[src/rtl/conv2_window_buf.sv]
// 3x3xNUM_CH sliding window generator for binary conv2 feature maps.
// Two row buffers plus a 3x3 shift register; one registered window per completing pixel.
module conv2_window_buf #(
  parameter int IMG_WIDTH  = 13,
  parameter int IMG_HEIGHT = 13,
  parameter int NUM_CH     = 8
) (
  input  logic                  clk,
  input  logic                  rst_n,
  input  logic                  valid_in,
  input  logic [NUM_CH-1:0]     pixel_in,
  output logic [9*NUM_CH-1:0]   pixel_windows,
  output logic                  valid_in_buf,
  output logic                  frame_done
);

  localparam int CW = (IMG_WIDTH  > 1) ? $clog2(IMG_WIDTH)  : 1;
  localparam int RW = (IMG_HEIGHT > 1) ? $clog2(IMG_HEIGHT) : 1;
  localparam logic [CW-1:0] COL_LAST = CW'(IMG_WIDTH - 1);
  localparam logic [RW-1:0] ROW_LAST = RW'(IMG_HEIGHT - 1);
  localparam logic [CW-1:0] COL_TWO  = CW'(2);
  localparam logic [RW-1:0] ROW_TWO  = RW'(2);

  logic [CW-1:0]     col_reg;
  logic [RW-1:0]     row_reg;
  logic [NUM_CH-1:0] line0_mem [IMG_WIDTH];
  logic [NUM_CH-1:0] line1_mem [IMG_WIDTH];
  logic [NUM_CH-1:0] win_reg   [3][3];
  logic [NUM_CH-1:0] tap       [3];
  logic [9*NUM_CH-1:0] win_next;

  logic col_last;
  logic row_last;
  logic complete;

  assign col_last = (col_reg == COL_LAST);
  assign row_last = (row_reg == ROW_LAST);
  assign complete = valid_in && (row_reg >= ROW_TWO) && (col_reg >= COL_TWO);

  // Incoming column, oldest row on top: two rows back, one row back, current pixel.
  assign tap[0] = line0_mem[col_reg];
  assign tap[1] = line1_mem[col_reg];
  assign tap[2] = pixel_in;

  // Window as it will look once the current pixel has been shifted in.
  genvar gi, gj;
  generate
    for (gi = 0; gi < 3; gi++) begin : g_row
      for (gj = 0; gj < 3; gj++) begin : g_col
        if (gj < 2) begin : g_shift
          assign win_next[(gi*3+gj)*NUM_CH +: NUM_CH] = win_reg[gi][gj+1];
        end else begin : g_new
          assign win_next[(gi*3+gj)*NUM_CH +: NUM_CH] = tap[gi];
        end
      end
    end
  endgenerate

  always_ff @(posedge clk or negedge rst_n) begin
    if (!rst_n) begin
      col_reg <= '0;
      row_reg <= '0;
    end else if (valid_in) begin
      if (col_last) begin
        col_reg <= '0;
        row_reg <= row_last ? '0 : row_reg + RW'(1);
      end else begin
        col_reg <= col_reg + CW'(1);
      end
    end
  end

  always_ff @(posedge clk or negedge rst_n) begin
    if (!rst_n) begin
      for (int i = 0; i < IMG_WIDTH; i++) begin
        line0_mem[i] <= '0;
        line1_mem[i] <= '0;
      end
    end else if (valid_in) begin
      line0_mem[col_reg] <= line1_mem[col_reg];
      line1_mem[col_reg] <= pixel_in;
    end
  end

  always_ff @(posedge clk or negedge rst_n) begin
    if (!rst_n) begin
      for (int r = 0; r < 3; r++) begin
        for (int c = 0; c < 3; c++) begin
          win_reg[r][c] <= '0;
        end
      end
    end else if (valid_in) begin
      for (int r = 0; r < 3; r++) begin
        for (int c = 0; c < 3; c++) begin
          win_reg[r][c] <= win_next[(r*3+c)*NUM_CH +: NUM_CH];
        end
      end
    end
  end

  // Output register only loads on a completing pixel, so it holds between strobes.
  always_ff @(posedge clk or negedge rst_n) begin
    if (!rst_n) begin
      pixel_windows <= '0;
      valid_in_buf  <= 1'b0;
      frame_done    <= 1'b0;
    end else begin
      valid_in_buf <= complete;
      frame_done   <= complete && col_last && row_last;
      if (complete) begin
        pixel_windows <= win_next;
      end
    end
  end

endmodule

[config.mk]
export PLATFORM = sky130hd
export DESIGN_NAME = conv2_window_buf
export DESIGN_NICKNAME = d
export VERILOG_FILES = /design/src/rtl/conv2_window_buf.sv
export SDC_FILE = /design/constraint.sdc
export NUM_CORES = 1
export LEC_CHECK = 0
export ABC_AREA = 1
export CORE_MARGIN = 4
export CORE_UTILIZATION = 30
export DETAILED_ROUTE_END_ITERATION = 8
export PLACE_DENSITY = 0.55
export SLEW_MARGIN = 20
export SYNTH_ARGS = -nofsm -noshare
export SYNTH_HDL_FRONTEND = slang
export SYNTH_SLANG_ARGS = --single-unit
[constraint.sdc]
create_clock -name clk -period 2.9 [get_ports clk]
set_clock_uncertainty 0.05 [all_clocks]
set_input_delay 0.435 -clock clk [delete_from_list [all_inputs] [get_ports clk]]
set_output_delay 0.435 -clock clk [all_outputs]
set_load 0.05 [all_outputs]
==> results.json <==
{
  "synth-simple-area-share": 0.241,
  "grt_pass1_wl_um": 68300,
  "drtIter0Drc": 874,
  "p_total_mw": 21.0,
  "clock_latency_ns": 0.53,
  "clk_pin_slew_ns": 0.06,
  "synth-xor-area-share": 0,
  "viasPerCell": 4.62,
  "numCtsBuffers": 38,
  "worstPathMaxFanout": 24,
  "p_leak_nw": 10.1,
  "biggestRegsByFlops": "line0_mem: 104 flops, line1_mem: 104 flops, pixel_windows: 72 flops",
  "dp_hpwl_um": 26200,
  "chipWidth_um": 236,
  "synthDominantCellAreaShare": 0.545,
  "ys_seq_area_frac": 0.545,
  "num_rows": 83,
  "max_freq_ghz": 0.406,
  "syn_avg_cell_area_um2": 8.04,
  "cap_violations": 0,
  "synth_common_cells": "821 x nand2_1, 338 x dfrtp_1, 182 x inv_1",
  "synthFlopType": "dfrtp_1",
  "synth.most_common_cell": "nand2_1",
  "antenna_left": 0,
  "core_area_um2": 51300,
  "drtPass1Iterations": 5,
  "endpoint_kind": "flop",
  "finalSetupViolations": 0,
  "finalNetCount": 1996,
  "fin_crit_sh": 0.850,
  "die_area_um2": 55500,
  "dp_slack_ns": 0.469,
  "relSlewSlack": 0.386,
  "track_usage": 0.148,
  "gp_routability_congestion": 0.787,
  "grt_start_max_net_pins": 65,
  "syn_nets": 1949,
  "grt_pass1_vias": 12400,
  "synth_fa_ha_area_frac": 0.00564,
  "drc": 0,
  "cts.sinks": 338,
  "area_growth_pct": 18.3,
  "whs_ns": 0.244,
  "netlist_instances": 1931,
  "finalWorstSetupSlack_ns": 0.435,
  "rsz0062_at_grt": "no",
  "synth_top_family_by_area": "simple AND/OR/NAND/NOR gates",
  "synth-compound-area-share": 0.126,
  "grt-ovfl-total": 0,
  "peakVddDrop_mv": 0.421,
  "ioPinCount": 85,
  "async_flop_share": 1.00,
  "cts_tree": "yes",
  "worst_pin_slew_ns": 0.919,
  "synth_area_um2": 15500,
  "finalSetupTns_ns": 0,
  "rrSetupSlack_ns": 0.44,
  "cts_setup_buffers": 0,
  "antenna_found_initial": 0,
  "start_util": 0.303,
  "arrival_ns": 2.87,
  "ys_warn_count": 0,
  "layout-drive-gt1-share": 0.0618,
  "synth_area_leaders": "dfrtp_1 54%, nand2_1 20%, o21bai_1 6.6%",
  "hold_violations": 0,
  "vias": 12400,
  "h-tree-depth": 2,
  "dieHeight_um": 236,
  "yosys.area.top_type": "dfrtp_1",
  "clockBufferDepth": 3,
  "slew_violations": 0,
  "crit_type": "reg -> reg",
  "outcome": "finished clean",
  "synth_cell_types": 23,
  "routed_wl_um": 41200,
  "utilization": 0.358,
  "crit_required_ns": 3.31,
  "p_per_area_nw_per_um2": 1140,
  "muxShareOfSynthArea": 0,
  "io_buffer_count": 84,
  "synth-edff-count": 0,
  "cts-root-buf": "clkbuf_16",
  "post_drt_wl_per_cell_um": 15.3,
  "period_minus_slack_ns": 2.46,
  "hp-class": "in -> reg",
  "start_kind": "flop",
  "ys_ff_latch": 338
}
## logic make-up after synthesis
logic type	count (synthesis)
AND/OR/NAND/NOR	951
flip-flops	338
AO/OA/AOI/OAI	323
buffers and inverters	312
adder cells (fa/ha/maj)	7
## layout make-up
class                   instances  area (um^2)
diodes                          1         2.50
fillers                      5302        32900
multi-input cells            1281         5800
clock buffers                  56         1140
inverters                     184          693
flip-flops and latches        338         8460
clock inverters                13          134
repair buffers                135         1300
well taps                     680          851
## per-stage QoR
stage	std cells	instance area, um^2
2_1_floorplan	1931	15500
4_1_cts	2687	18400
3_3_place_gp	2617	17100
6_report	2688	18400
5_1_grt	2687	18400
3_5_place_dp	2617	17100
## path summary, 6_finish.rpt
path | from | to | cells after the start
max | col_reg[0]$_DFFE_PN0P_ | line0_mem[65]$_DFFE_PN0P_ | 6
max in group asynchronous | rst_n | line0_mem[76]$_DFFE_PN0P_ | 3
min | valid_in | col_reg[1]$_DFFE_PN0P_ | 3
min reg2reg | line0_mem[54]$_DFFE_PN0P_ | line0_mem[54]$_DFFE_PN0P_ | 2
max reg2reg | col_reg[0]$_DFFE_PN0P_ | line0_mem[65]$_DFFE_PN0P_ | 6
min in group asynchronous | rst_n | win_next[11]$_DFFE_PN0P_ | 2
## metal layers
metal / track usage / wire length (um)
met1: 0.203 / 19100
met5: 0 / 0
met3: 0.0209 / 1830
met4: 0.0390 / 854
met2: 0.248 / 19500
## critical path, stage by stage (launching register included)
cell	delay [ns]
dfrtp_2	0.43
buf_4	0.24
nor3_4	0.56
nand2_1	0.18
nand2_1	0.63
o21bai_1	0.17
nand2_1	0.09
## what timing repair did
action                                 4_1_cts  5_1_grt
hold buffers                                 1        0
gates resized for setup                      0        0
endpoints found under the hold margin       55        0
## power breakdown
group | total (mW) | internal (mW) | switching (mW)
Clock | 4.86 | 2.91 | 1.95
Sequential | 7.60 | 6.57 | 1.03
Combinational | 8.51 | 2.63 | 5.88
## cell usage in the layout (no fill, tap or decap)
cell,netlist,routed
nand2_1,821,821
dfrtp_1,338,336
inv_1,182,182
o21ai_0,181,181
o21bai_1,136,136
nand3_1,117,116
clkdlybuf4s50_1,0,82
buf_4,7,44
clkbuf_16,0,38
clkbuf_8,0,12
clkinv_2,0,8
ha_1,7,7
nor2_1,6,6
clkbuf_1,62,6
buf_12,0,6
a21oi_1,3,3
nand2_2,2,2
o22ai_1,2,2
nor3_1,2,2
inv_6,0,2
bufinv_16,0,2
dfrtp_2,0,2
diode_2,0,1
inv_4,1,1
nand3_4,0,1
inv_2,1,1
nor2_2,1,1
nor3_4,1,1
nand4_1,1,1
o21ai_1,1,1
clkinv_8,0,1
dlygate4sd3_1,0,1
buf_2,52,1
buf_8,0,1
Note: power is estimated with default switching activity, not from simulation.
